<file path="config.mk">
export PLATFORM = sky130hd
export DESIGN_NAME = runway_allocator_flat
export DESIGN_NICKNAME = d
export VERILOG_FILES = /design/src/rtl/atc_pkg.sv /design/src/rtl/runway_allocator_if.sv /design/src/rtl/runway_allocator_slot.sv /design/src/rtl/runway_allocator.sv /design/src/flat_wrapper.sv
export SDC_FILE = /design/constraint.sdc
export NUM_CORES = 1
export LEC_CHECK = 0
export ABC_AREA = 0
export CELL_PAD_IN_SITES_DETAIL_PLACEMENT = 1
export CELL_PAD_IN_SITES_GLOBAL_PLACEMENT = 1
export CORE_AREA = 4 4 78 80
export CTS_CLUSTER_SIZE = 8
export DETAILED_ROUTE_END_ITERATION = 7
export DIE_AREA = 0 0 82 84
export GPL_TIMING_DRIVEN = 0
export PLACE_DENSITY_LB_ADDON = 0.1
export SYNTH_ARGS = -nofsm -noshare
export SYNTH_HDL_FRONTEND = slang
export SYNTH_HIERARCHICAL = 1
export SYNTH_SLANG_ARGS = --single-unit
</file>
<file path="constraint.sdc">
create_clock -name clock -period 2.55 [get_ports clock]
set_input_delay 0.6375 -clock clock [delete_from_list [all_inputs] [get_ports clock]]
set_output_delay 0.6375 -clock clock [all_outputs]
set_load 0.01 [all_outputs]
</file>
<file path="src/rtl/atc_pkg.sv">
// Shared runway-control definitions: plane ID type, allocation policies,
// reply opcodes and width helpers used by the allocator and reply builder.
package atc_pkg;

   localparam int ID_WIDTH_DEF = 4;
   typedef logic [ID_WIDTH_DEF-1:0] plane_id_t;

   localparam int ALLOC_LOWEST = 0;
   localparam int ALLOC_RR     = 1;

   localparam logic [2:0] REPLY_CLEAR  = 3'b011;
   localparam logic [2:0] REPLY_HOLD   = 3'b100;
   localparam logic [2:0] REPLY_DIVERT = 3'b110;

   function automatic int rwy_width(input int n);
      return (n > 1) ? $clog2(n) : 1;
   endfunction

   // A disabled timeout still needs a 1-bit timer so the slot stays legal.
   function automatic int timer_width(input int t);
      return (t > 0) ? $clog2(t + 1) : 1;
   endfunction

endpackage

</file>
<file path="src/rtl/runway_allocator_if.sv">
// Request/result bundle between the request FSM (master) and the runway
// allocator (slave).
interface runway_allocator_if
   import atc_pkg::*;
#(
   parameter int NUM_RUNWAYS = 2,
   parameter int ID_WIDTH    = ID_WIDTH_DEF
);
   localparam int RWY_W = rwy_width(NUM_RUNWAYS);
   localparam int CNT_W = $clog2(NUM_RUNWAYS + 1);

   logic                   alloc_req;
   logic [ID_WIDTH-1:0]    alloc_plane_id;
   logic                   alloc_grant;
   logic                   alloc_deny;
   logic [RWY_W-1:0]       alloc_runway_id;
   logic                   release_req;
   logic [RWY_W-1:0]       release_runway_id;
   logic [ID_WIDTH-1:0]    release_plane_id;
   logic                   release_ok;
   logic                   release_err;
   logic [NUM_RUNWAYS-1:0] runway_close;
   logic [NUM_RUNWAYS-1:0] runway_active;
   logic [NUM_RUNWAYS-1:0] runway_overdue;
   logic                   overdue_pulse;
   logic [CNT_W-1:0]       busy_count;

   modport master (
      output alloc_req, alloc_plane_id, release_req, release_runway_id,
             release_plane_id, runway_close,
      input  alloc_grant, alloc_deny, alloc_runway_id, release_ok, release_err,
             runway_active, runway_overdue, overdue_pulse, busy_count
   );

   modport slave (
      input  alloc_req, alloc_plane_id, release_req, release_runway_id,
             release_plane_id, runway_close,
      output alloc_grant, alloc_deny, alloc_runway_id, release_ok, release_err,
             runway_active, runway_overdue, overdue_pulse, busy_count
   );

endinterface

</file>
<file path="src/rtl/runway_allocator_slot.sv">
// One runway: occupant ID, active bit, saturating occupancy timer and sticky
// overdue flag, plus the release ID compare.
module runway_slot
   import atc_pkg::*;
#(
   parameter int ID_WIDTH       = ID_WIDTH_DEF,
   parameter int TIMEOUT_CYCLES = 1024
) (
   input  logic                clock,
   input  logic                reset,
   input  logic                grant,
   input  logic [ID_WIDTH-1:0] grant_id,
   input  logic                release_acc,
   input  logic [ID_WIDTH-1:0] rel_id,
   output logic                active,
   output logic                overdue,
   output logic                rel_match,
   output logic                overdue_set
);
   localparam int            TW     = timer_width(TIMEOUT_CYCLES);
   localparam bit            T_EN   = (TIMEOUT_CYCLES > 0);
   localparam logic [TW-1:0] T_MAX  = TW'(TIMEOUT_CYCLES);
   localparam logic [TW-1:0] T_LAST = TW'((TIMEOUT_CYCLES > 0) ? TIMEOUT_CYCLES - 1 : 0);

   logic [ID_WIDTH-1:0] occ_q, occ_d;
   logic                active_q, active_d;
   logic                overdue_q, overdue_d;
   logic [TW-1:0]       timer_q, timer_d;

   assign active    = active_q;
   assign overdue   = overdue_q;
   assign rel_match = active_q && (occ_q == rel_id);

   always_comb begin
      overdue_set = T_EN && active_q && !release_acc && (timer_q == T_LAST);
      occ_d       = grant ? grant_id : occ_q;
      active_d    = (active_q | grant) & ~release_acc;
      timer_d     = timer_q;
      overdue_d   = overdue_q;
      if (grant || release_acc) begin
         timer_d   = '0;
         overdue_d = 1'b0;
      end else begin
         if (T_EN && active_q && (timer_q != T_MAX)) timer_d = timer_q + 1'b1;
         if (overdue_set) overdue_d = 1'b1;
      end
   end

   always_ff @(posedge clock or posedge reset) begin
      if (reset) begin
         occ_q     <= '0;
         active_q  <= 1'b0;
         overdue_q <= 1'b0;
         timer_q   <= '0;
      end else begin
         occ_q     <= occ_d;
         active_q  <= active_d;
         overdue_q <= overdue_d;
         timer_q   <= timer_d;
      end
   end

endmodule

</file>
<file path="src/rtl/runway_allocator.sv">
// Runway allocator top: lowest-first or round-robin arbitration over
// NUM_RUNWAYS slots, release checking, occupancy popcount and overdue pulse.
module runway_allocator
   import atc_pkg::*;
#(
   parameter int NUM_RUNWAYS    = 2,
   parameter int ID_WIDTH       = ID_WIDTH_DEF,
   parameter int ALLOC_MODE     = ALLOC_LOWEST,
   parameter int TIMEOUT_CYCLES = 1024
) (
   input logic               clock,
   input logic               reset,
   runway_allocator_if.slave bus
);
   localparam int RWY_W = rwy_width(NUM_RUNWAYS);
   localparam int CNT_W = $clog2(NUM_RUNWAYS + 1);

   logic [NUM_RUNWAYS-1:0] active, overdue, rel_match, ovd_set;
   logic [NUM_RUNWAYS-1:0] elig, grant_vec, rel_hit, active_nxt;
   logic                   found;
   logic [RWY_W-1:0]       sel, idx_w;
   int                     idx;

   logic                   grant_q, grant_d, deny_q, deny_d;
   logic                   ok_q, ok_d, err_q, err_d, pulse_q, pulse_d;
   logic [RWY_W-1:0]       id_q, id_d, ptr_q, ptr_d;
   logic [CNT_W-1:0]       busy_q, busy_d;

   for (genvar i = 0; i < NUM_RUNWAYS; i++) begin : g_slot
      runway_slot #(
         .ID_WIDTH       (ID_WIDTH),
         .TIMEOUT_CYCLES (TIMEOUT_CYCLES)
      ) u_slot (
         .clock       (clock),
         .reset       (reset),
         .grant       (grant_vec[i]),
         .grant_id    (bus.alloc_plane_id),
         .release_acc (rel_hit[i]),
         .rel_id      (bus.release_plane_id),
         .active      (active[i]),
         .overdue     (overdue[i]),
         .rel_match   (rel_match[i]),
         .overdue_set (ovd_set[i])
      );
   end

   always_comb begin
      // A runway being released this cycle is still active here, so it is
      // naturally excluded from this cycle's allocation.
      elig  = ~active & ~bus.runway_close;
      found = 1'b0;
      sel   = '0;
      idx   = 0;
      idx_w = '0;
      for (int k = 0; k < NUM_RUNWAYS; k++) begin
         idx   = (ALLOC_MODE == ALLOC_RR) ? (int'(ptr_q) + 1 + k) % NUM_RUNWAYS : k;
         idx_w = RWY_W'(idx);
         if (!found && elig[idx_w]) begin
            found = 1'b1;
            sel   = idx_w;
         end
      end

      grant_vec = '0;
      rel_hit   = '0;
      for (int i = 0; i < NUM_RUNWAYS; i++) begin
         grant_vec[i] = bus.alloc_req && found && (sel == RWY_W'(i));
         rel_hit[i]   = bus.release_req && (bus.release_runway_id == RWY_W'(i)) && rel_match[i];
      end
      active_nxt = (active | grant_vec) & ~rel_hit;

      busy_d = '0;
      for (int i = 0; i < NUM_RUNWAYS; i++) busy_d = busy_d + CNT_W'(active_nxt[i]);

      grant_d = bus.alloc_req && found;
      deny_d  = bus.alloc_req && !found;
      id_d    = grant_d ? sel : id_q;
      ptr_d   = grant_d ? sel : ptr_q;
      ok_d    = |rel_hit;
      err_d   = bus.release_req && !(|rel_hit);
      pulse_d = |ovd_set;
   end

   always_ff @(posedge clock or posedge reset) begin
      if (reset) begin
         grant_q <= 1'b0;
         deny_q  <= 1'b0;
         id_q    <= '0;
         ptr_q   <= RWY_W'(NUM_RUNWAYS - 1);
         ok_q    <= 1'b0;
         err_q   <= 1'b0;
         pulse_q <= 1'b0;
         busy_q  <= '0;
      end else begin
         grant_q <= grant_d;
         deny_q  <= deny_d;
         id_q    <= id_d;
         ptr_q   <= ptr_d;
         ok_q    <= ok_d;
         err_q   <= err_d;
         pulse_q <= pulse_d;
         busy_q  <= busy_d;
      end
   end

   assign bus.alloc_grant     = grant_q;
   assign bus.alloc_deny      = deny_q;
   assign bus.alloc_runway_id = id_q;
   assign bus.release_ok      = ok_q;
   assign bus.release_err     = err_q;
   assign bus.runway_active   = active;
   assign bus.runway_overdue  = overdue;
   assign bus.overdue_pulse   = pulse_q;
   assign bus.busy_count      = busy_q;

endmodule

</file>
<file path="src/flat_wrapper.sv">
// flat-port wrapper written by rule: the top's interface ports become plain ports
module runway_allocator_flat import atc_pkg::*;
#(
   parameter int NUM_RUNWAYS    = 2,
   parameter int ID_WIDTH       = ID_WIDTH_DEF,
   parameter int ALLOC_MODE     = ALLOC_LOWEST,
   parameter int TIMEOUT_CYCLES = 1024
)
  (clock, reset, bus_alloc_req, bus_alloc_plane_id, bus_release_req, bus_release_runway_id, bus_release_plane_id, bus_runway_close, bus_alloc_grant, bus_alloc_deny, bus_alloc_runway_id, bus_release_ok, bus_release_err, bus_runway_active, bus_runway_overdue, bus_overdue_pulse, bus_busy_count);
  runway_allocator_if #(.NUM_RUNWAYS(NUM_RUNWAYS), .ID_WIDTH(ID_WIDTH)) bus_i ();
  input logic clock;
  input logic reset;
  input wire logic [$bits(bus_i.alloc_req)-1:0] bus_alloc_req;
  input wire logic [$bits(bus_i.alloc_plane_id)-1:0] bus_alloc_plane_id;
  input wire logic [$bits(bus_i.release_req)-1:0] bus_release_req;
  input wire logic [$bits(bus_i.release_runway_id)-1:0] bus_release_runway_id;
  input wire logic [$bits(bus_i.release_plane_id)-1:0] bus_release_plane_id;
  input wire logic [$bits(bus_i.runway_close)-1:0] bus_runway_close;
  output wire logic [$bits(bus_i.alloc_grant)-1:0] bus_alloc_grant;
  output wire logic [$bits(bus_i.alloc_deny)-1:0] bus_alloc_deny;
  output wire logic [$bits(bus_i.alloc_runway_id)-1:0] bus_alloc_runway_id;
  output wire logic [$bits(bus_i.release_ok)-1:0] bus_release_ok;
  output wire logic [$bits(bus_i.release_err)-1:0] bus_release_err;
  output wire logic [$bits(bus_i.runway_active)-1:0] bus_runway_active;
  output wire logic [$bits(bus_i.runway_overdue)-1:0] bus_runway_overdue;
  output wire logic [$bits(bus_i.overdue_pulse)-1:0] bus_overdue_pulse;
  output wire logic [$bits(bus_i.busy_count)-1:0] bus_busy_count;
  assign bus_i.alloc_req = bus_alloc_req;
  assign bus_i.alloc_plane_id = bus_alloc_plane_id;
  assign bus_i.release_req = bus_release_req;
  assign bus_i.release_runway_id = bus_release_runway_id;
  assign bus_i.release_plane_id = bus_release_plane_id;
  assign bus_i.runway_close = bus_runway_close;
  assign bus_alloc_grant = bus_i.alloc_grant;
  assign bus_alloc_deny = bus_i.alloc_deny;
  assign bus_alloc_runway_id = bus_i.alloc_runway_id;
  assign bus_release_ok = bus_i.release_ok;
  assign bus_release_err = bus_i.release_err;
  assign bus_runway_active = bus_i.runway_active;
  assign bus_runway_overdue = bus_i.runway_overdue;
  assign bus_overdue_pulse = bus_i.overdue_pulse;
  assign bus_busy_count = bus_i.busy_count;
  runway_allocator #(.NUM_RUNWAYS(NUM_RUNWAYS), .ID_WIDTH(ID_WIDTH), .ALLOC_MODE(ALLOC_MODE), .TIMEOUT_CYCLES(TIMEOUT_CYCLES)) u_core (.clock(clock), .reset(reset), .bus(bus_i));
endmodule
</file>
Yosys cells after proc, flatten, opt, wreduce, memory -nomap -nowiden --
Index checks and enable logic that the tools add are counted.
Word-level totals: output and inout port bits 12, input port bits 15, flip-flop bits (word level) 42, word-level logic and storage cells 80
Operators by class: equality and inequality tests 6, muxes and demuxes 11, reduce and logical (&&, ||, !) cells 31, bitwise logic cells 14, add/sub/neg operators 3
Operator list (count):
- 11-bit 2-to-1 mux | 4
- 11-bit by 1-bit adder with 11-bit output (second input constant) | 2
- 11-bit by 10-bit == test with 1-bit output (second input constant) | 2
- 11-bit != test (second input constant) | 2
- 1-bit logical AND | 18
- 4-bit == test | 2
- 2-bit nonzero test | 4
- 1-bit 2-to-1 mux | 7
- 2-bit inverter | 3
- 1-bit logical NOT | 5
- 2-bit AND | 2
- 1-bit inverter | 4
- 2-bit OR reduction | 2
- 1-bit by 1-bit adder with 2-bit output | 1
- 1-bit AND | 2
- 1-bit logical OR | 2
- 1-bit OR | 2
- 2-bit OR | 1

Longest topological paths before layout --
Gate-level depths: netlist (run 1).
word-level depth 11, gate-level depth with buffers 10, depth with buffers taken out 8

Hierarchy --
The synthesis (run 1) kept the hierarchy.
By module, submodules not included:
- runway_slot | cells an instance 96, area each 963.4 sq um, times used 2, sequential area each 425.4 sq um
- runway_allocator | cells an instance 29, area each 327.8 sq um, times used 1, sequential area each 200.2 sq um

Worst setup path after synthesis (run 1) --
No wires, ideal clock.
path kind input-to-reg, start point input port bus_release_plane_id[1], end point register u_core.g_slot[0].u_slot.timer_q[2], path slack 0.350 ns, buffers on the path 2, stages on the path 10, arrival 2.118 ns, setup time 0.083 ns, required time 2.467 ns, cell sequence xnor2_1 -> nand2_1 -> nor4_1 -> nand3b_1 -> inv_1 -> clkbuf_2 -> or2_2 -> buf_2 -> or3_2 -> o21ai_0
On the way: longest elaborated chain between the ends 5, elaborated cells between the ends (all ways) 6, those cells by class eq/ne (1); mux (1); reduce/logical (4)
Ends and longest elaborated chain:
- start: declaration | RTL line flat_wrapper.sv:17 | input wire logic [$bits(bus_i.release_plane_id)-1:0] bus_release_plane_id;
- 4-bit == test (*) | RTL line runway_allocator_slot.sv:32 | assign rel_match = active_q && (occ_q == rel_id);
- 1-bit logical AND (*) | RTL line runway_allocator_slot.sv:32
- via u_core.rel_match[0] | RTL line runway_allocator.sv:18 | logic [NUM_RUNWAYS-1:0] active, overdue, rel_match, ovd_set;
- 1-bit logical AND (*) | RTL line runway_allocator.sv:68 | rel_hit[i] = bus.release_req && (bus.release_runway_id == RWY_W'(i)) && rel_match[i];
- via u_core.rel_hit[0] | RTL line runway_allocator.sv:19 | logic [NUM_RUNWAYS-1:0] elig, grant_vec, rel_hit, active_nxt;
- 1-bit logical OR (*) | RTL line runway_allocator_slot.sv:40 | if (grant || release_acc) begin
- 11-bit 2-to-1 mux or 2-bit nonzero test (tied branches)
- end signal: assignment | RTL line runway_allocator_slot.sv:59 | timer_q <= timer_d;
- end: declaration | RTL line runway_allocator_slot.sv:28 | logic [TW-1:0] timer_q, timer_d;
Mark *: on every way through the listed nets, which the timed path passes. The rest lies on a longest branch. A chain may end at the register's enable or synchronous reset.

Final worst setup path (run 1) --
start point input port bus_release_plane_id[0], end point register u_core.g_slot[1].u_slot.timer_q[1]
On the way: longest elaborated chain between the ends 5, elaborated cells between the ends (all ways) 6, those cells by class eq/ne (1); mux (1); reduce/logical (4)
Ends and longest elaborated chain (RTL line):
- 4-bit == test (*) | runway_allocator_slot.sv:32
- 1-bit logical AND (*) | runway_allocator_slot.sv:32
- via u_core.rel_match[1] | runway_allocator.sv:18
- 1-bit logical AND (*) | runway_allocator.sv:68
- via u_core.rel_hit[1] | runway_allocator.sv:19
- 1-bit logical OR (*) | runway_allocator_slot.sv:40
- 11-bit 2-to-1 mux or 2-bit nonzero test (tied branches)
- end signal: assignment | runway_allocator_slot.sv:59
- end: declaration | runway_allocator_slot.sv:28
Marks and branches as above.

==> impl_metrics.tcl, run 1 <==
set metrics [dict create \
    layout_commonest_cell "dfrtp_1" \
    synth_warnings 6 \
    grt_pass1_vias 1844 \
    max_freq_ghz 0.415 \
    total_power_mw 2.90 \
    reg2regPathDepth 9 \
    post_synth.cell_area_avg_um2 10.2 \
    power_leakage_nw 1.13 \
    dieHeight_um 84 \
    vias 1859 \
    ios 27 \
    core_mm2 0.00541 \
    reg2reg_from "u_core/g_slot[1].u_slot/active" \
    skew_ns 0.00519 \
    worst_slew_pin_slew_ns 0.768 \
    drtIter0Drc 44 \
    synth-seq-cells 42 \
    crit_fanout 9 \
    reg2reg_to "u_core/g_slot[1].u_slot/timer_q[1]" \
    drc 0 \
    synth_edf_count 0 \
    vias_per_cell 5.70 \
    final_util_pct 50.0 \
    grt_pass1_wl_um 9340 \
    netlist_instances 221 \
    setup_viol 0 \
    cp-end-kind "flop" \
    final_cell_mix "dfrtp_1 (42), clkdlybuf4s50_1 (25), nor2_1 (13), nand3_1 (13), nand2_1 (13)" \
    cts.sinks 42 \
    netlist_area_mm2 0.00225 \
    initial_utilization_pct 41.7 \
    setup_ws_ns 0.142 \
    synthTopCellsByArea "dfrtp_1 (47%), mux2_2 (4.0%), or4_1 (4.0%), xor2_1 (3.1%), nand3_1 (2.9%)" \
    drv_slew 0 \
    power_density_mw_per_mm2 1070 \
    period_minus_slack_ns 2.41 \
    antenna_found_initial 0 \
    wirelength_um 5590 \
    synth_top_area_cell "dfrtp_1" \
    htreeDepth 2 \
    clock_path_buffers 2 \
    grt_max_degree 18 \
    path_clk_slew_ns 0.08 \
    synth_top_area_share_pct 46.6 \
    hold_path_depth 1 \
    die_w_um 82 \
    clock_latency_ns 0.29 \
    rsz0062_at_grt "false" \
    die-area_mm2 0.00689 \
    peakVddDrop_v 0.000402 \
    cts_tree "built" \
    period_share_pct 94.4 \
    synth_ff_type "dfrtp_1" \
    r2r_setup_slack_ns 0.44 \
    ant_nets 0 \
    cp-start-kind "input port" \
    track_usage_pct 17.3 \
    fin_nets 273 \
    async_reset_ff_share_pct 100 \
    syn2layout_area_growth_pct 19.8 \
    antenna_cells 0 \
    hold_violations 0 \
    drive_gt1_share_pct 15.7 \
    synth_seq_area_share_pct 46.6 \
    routedWlPerCell_um 17.1 \
    status "completed" \
    hp-start "u_core/g_slot[1].u_slot/overdue" \
    syn_nets 241 \
    required_ns 2.78 \
    drt_pass1_iterations 4 \
    place.gp.congestion 0.766 \
    overflow 0 \
    hold_class "reg -> reg" \
    crit_type "in -> reg" \
    row_count 27 \
    clockRootBuffer "clkbuf_8" \
    max-slew-margin-rel_pct 48.7 \
    cp.arrival_ns 2.64 \
    yosys.cell_types.count 38 \
    post-place-ws_ns -0.408 \
    cts_buffers 5 \
    hold-path-endpoint "u_core/g_slot[1].u_slot/overdue" \
    dp_hpwl_um 4070 \
    maxCapViolCount 0 \
    io_buffers 26 \
]
## cells in the mapped netlist, types with 5 or more instances
master	number
ha_1	5
xor2_1	8
nand4_1	8
mux2_2	8
or2_2	5
dfrtp_1	42
inv_1	10
nor4b_1	6
nand2_1	13
nor2_1	13
a21oi_1	12
o21ai_0	9
o31ai_1	6
nand3_1	13
or4_1	12
## how the worst max path moves through the flow
stage                     slack (ns)                                  to  cells after the start                    start
final                           0.14  u_core/g_slot[1].u_slot/timer_q[1]                      9  bus_release_plane_id[0]
after global placement         -0.37  u_core/g_slot[1].u_slot/timer_q[2]                     10  bus_release_plane_id[3]
after CTS                       0.05  u_core/g_slot[1].u_slot/timer_q[2]                      9  bus_release_plane_id[0]
after global routing            0.04  u_core/g_slot[1].u_slot/timer_q[1]                      9  bus_release_plane_id[3]
after floorplan                 0.35  u_core/g_slot[0].u_slot/timer_q[2]                     10  bus_release_plane_id[1]
after detailed placement       -0.41  u_core/g_slot[1].u_slot/timer_q[2]                     10  bus_release_plane_id[0]
## layout make-up
cell class                      instances  area [um^2]
Tap cell                               72         90.1
Clock buffer                            7         86.3
Multi-Input combinational cell        161         1100
Inverter                               10         37.5
Timing Repair Buffer                   28          278
Sequential cell                        42         1050
Buffer                                  5         50.0
Fill cell                             628         2700
Clock inverter                          1         5.00
## routing by layer
layer / global-route usage, % / vias to the layer above / part of all wire [%]
met5: 0 / - / 0
met1: 25.7 / 933 / 50
li1: - / 885 / -
met4: 4.08 / 0 / 0.64
met2: 25.2 / 37 / 45
met3: 4.00 / 4 / 4.6
## metrics by stage
| stage | instance area [um^2] | std cells | hold slack [ns] | TNS, ns |
|---|---|---|---|---|
| detailed placement | 2610 | 319 | 0.479 | -3.16 |
| global route | 2700 | 326 | 0.520 | 0 |
| global placement | 2610 | 319 | 0.474 | -2.49 |
| floorplan | 2250 | 221 | 0.453 | 0 |
| CTS | 2700 | 327 | 0.498 | 0 |
| finish | 2700 | 326 | 0.493 | 0 |
## power breakdown
group | switching, mW | leakage (nW) | internal, mW
Clock | 0.242 | 0.0482 | 0.219
Sequential | 0.306 | 0.529 | 0.930
Combinational | 0.585 | 0.557 | 0.614
Total | 1.13 | 1.13 | 1.76
## repair_timing
item / 4_1_cts / 5_1_grt
setup endpoints to repair: 2 / 2
gates cloned: 0 / 0
hold buffers: 0 / 0
hold endpoints to repair: 0 / 0
pin swaps: 2 / 0
resized for setup: 0 / 3
buffers inserted: 2 / 0
## state kept, by name (all words and copies together), names as in the netlist
signal / cells
u_core/g_slot.u_slot/occ_q: 8
u_core/g_slot.u_slot/overdue: 2
u_core/bus.release_err: 1
u_core/bus.alloc_runway_id: 1
u_core/bus.release_ok: 1
u_core/bus.alloc_deny: 1
u_core/bus.overdue_pulse: 1
u_core/bus.alloc_grant: 1
u_core/bus.busy_count: 2
u_core/g_slot.u_slot/timer_q: 22
u_core/g_slot.u_slot/active: 2
## worst max-delay path: stages
cell	delay [ns]
clkdlybuf4s50_1	0.51
xor2_1	0.16
nor4_1	0.08
nand3_1	0.09
inv_1	0.05
clkbuf_2	0.16
or3b_2	0.46
or4_1	0.40
nand3_1	0.09
## cells by family (layout without fill, tap and decap cells)
family,after synthesis,count (layout),synth area share (%)
buf+inv,18,51,4.55
flops,42,42,46.6
xor+xnor,12,12,4.66
compound gates,40,40,11.5
mux,8,8,4.00
fa+ha+maj,5,5,2.77
simple gates,96,96,25.9
Note: power is estimated with default switching activity, not from simulation.
==> run 2, diff against run 1 <==
Settings changed: CTS_BUF_LIST set to sky130_fd_sc_hd__clkbuf_16.
==> impl_metrics.tcl, run 2 (synthesized netlist as in run 1, its figures left out) <==
set metrics [dict create \
    status "completed" \
    cp-end-kind "flop" \
    grt_pass1_vias 1859 \
    die_w_um 82 \
    die-area_mm2 0.00689 \
    stdcell_count 325 \
    clock_latency_ns 0.28 \
    maxCapViolCount 0 \
    reg2reg_to "u_core/g_slot[0].u_slot/timer_q[0]" \
    hp-start "u_core/g_slot[1].u_slot/overdue" \
    holdBufCountCts 0 \
    post_dp_cell_area_mm2 0.00261 \
    cts.sinks 42 \
    cp.arrival_ns 2.63 \
    max-slew-margin-rel_pct 48.5 \
    drt_pass1_iterations 4 \
    dieHeight_um 84 \
    dp_hpwl_um 4070 \
    drc 0 \
    period_minus_slack_ns 2.41 \
    path_clk_slew_ns 0.06 \
    critPathSlowestCell "clkdlybuf4s50_1" \
    vias_per_cell 5.76 \
    crit_chain "clkdlybuf4s50_1, xor2_1, nor4_1, nand3b_1, inv_1, or3b_2, or4_1, nand3_1" \
    peakVddDrop_v 0.000425 \
    drtIter0Drc 40 \
    top_register "u_core/g_slot.u_slot/timer_q" \
    worst_slew_pin_slew_ns 0.772 \
    top_regs "u_core/g_slot.u_slot/timer_q: 22 flops, u_core/g_slot.u_slot/occ_q: 8 flops" \
    setup_viol 0 \
    dp_cells 319 \
    fin_nets 272 \
    hold_path_depth 1 \
    hold-path-endpoint "u_core/g_slot[1].u_slot/overdue" \
    ios 27 \
    antenna_found_initial 0 \
    skew_ns 0.00487 \
    final_cell_mix "dfrtp_1 (42), clkdlybuf4s50_1 (26), nor2_1 (13), nand3_1 (13), nand2_1 (13)" \
    syn2layout_area_growth_pct 21.6 \
    hold_class "reg -> reg" \
    grt_max_degree 18 \
    track_usage_pct 17.4 \
    ant_nets 0 \
    total_power_mw 3.06 \
    overflow 0 \
    clock_path_buffers 2 \
    routedWlPerCell_um 17.3 \
    cts_buffers 5 \
    final_util_pct 50.7 \
    row_count 27 \
    initial_utilization_pct 41.7 \
    power_density_mw_per_mm2 1120 \
    reg2regPathDepth 6 \
    grt_pass1_wl_um 9380 \
    vias 1872 \
    largest_reg_flops 22 \
    max_freq_ghz 0.415 \
    r2r_setup_slack_ns 0.45 \
    drive_gt1_share_pct 14.6 \
    required_ns 2.76 \
    cts_tree "built" \
    rsz0062_at_grt "false" \
    cp_slowest_stage_delay_ns 0.52 \
    wirelength_um 5620 \
    clockRootBuffer "clkbuf_16" \
    io_buffers 26 \
    layout_commonest_cell "dfrtp_1" \
    crit_type "in -> reg" \
    htreeDepth 2 \
    crit_fanout 9 \
    place.gp.congestion 0.766 \
    cp-start-kind "input port" \
    period_share_pct 94.6 \
    drv_slew 0 \
    reg2reg_from "u_core/g_slot[0].u_slot/active" \
    hold-worst-slack_ns 0.488 \
    hold_violations 0 \
    core_mm2 0.00541 \
    final_area_mm2 0.00274 \
    antenna_cells 0 \
    power_leakage_nw 1.15 \
    setup.worst_path.start "bus_release_plane_id[2]" \
]
[run 2: how the worst max path moves through the flow]
stage                                         end  cells past startpoint
4_1_cts        u_core/g_slot[1].u_slot/timer_q[2]                      9
3_3_place_gp   u_core/g_slot[1].u_slot/timer_q[2]                     10
3_5_place_dp   u_core/g_slot[1].u_slot/timer_q[2]                     10
6_report       u_core/g_slot[0].u_slot/timer_q[0]                      8
5_1_grt        u_core/g_slot[0].u_slot/timer_q[1]                      8
2_1_floorplan  u_core/g_slot[0].u_slot/timer_q[2]                     10
[run 2: final cells by class]
class / instances / area (um^2)
fill: 619 / 2660
multi-input combinational: 161 / 1110
sequential: 42 / 1050
timing repair buffer: 28 / 275
clock buffer: 5 / 125
tap: 72 / 90.1
buffer: 4 / 45.0
inverter: 10 / 37.5
clock inverter: 3 / 12.5
[run 2: metal layers]
| metal | vias up | share of wire, % | track usage [%] |
|---|---|---|---|
| met2 | 40 | 45 | 25.5 |
| met3 | 4 | 4.5 | 4.00 |
| li1 | 894 | - | - |
| met4 | 0 | 0.69 | 4.08 |
| met5 | - | 0 | 0 |
| met1 | 934 | 50 | 25.7 |
[run 2: where the power goes]
part | switching [mW] | internal (mW) | total, mW | leakage (nW)
clock network | 0.262 | 0.354 | 0.616 | 0.0724
logic | 0.591 | 0.615 | 1.21 | 0.545
registers | 0.309 | 0.932 | 1.24 | 0.529
total | 1.16 | 1.90 | 3.06 | 1.15
[run 2: worst max-delay path, delay by kind of cell]
kind / cells / cell delay, ns
xor+xnor: 1 / 0.16
buf+inv: 2 / 0.67
simple gates: 5 / 1.16
[run 2: metrics by stage]
step / worst slack (ns) / setup TNS (ns)
6_report: 0.138 / 0
5_1_grt: 0.0182 / 0
4_1_cts: 0.0150 / 0
3_5_place_dp: -0.408 / -3.16
3_3_place_gp: -0.365 / -2.49
2_1_floorplan: 0.350 / 0
[run 2: timing repair]
item / CTS / global route
gates resized for setup: 0 / 2
hold endpoints to repair: 0 / 0
setup endpoints to repair: 2 / 5
buffers inserted: 2 / 0
pin swaps: 2 / 0
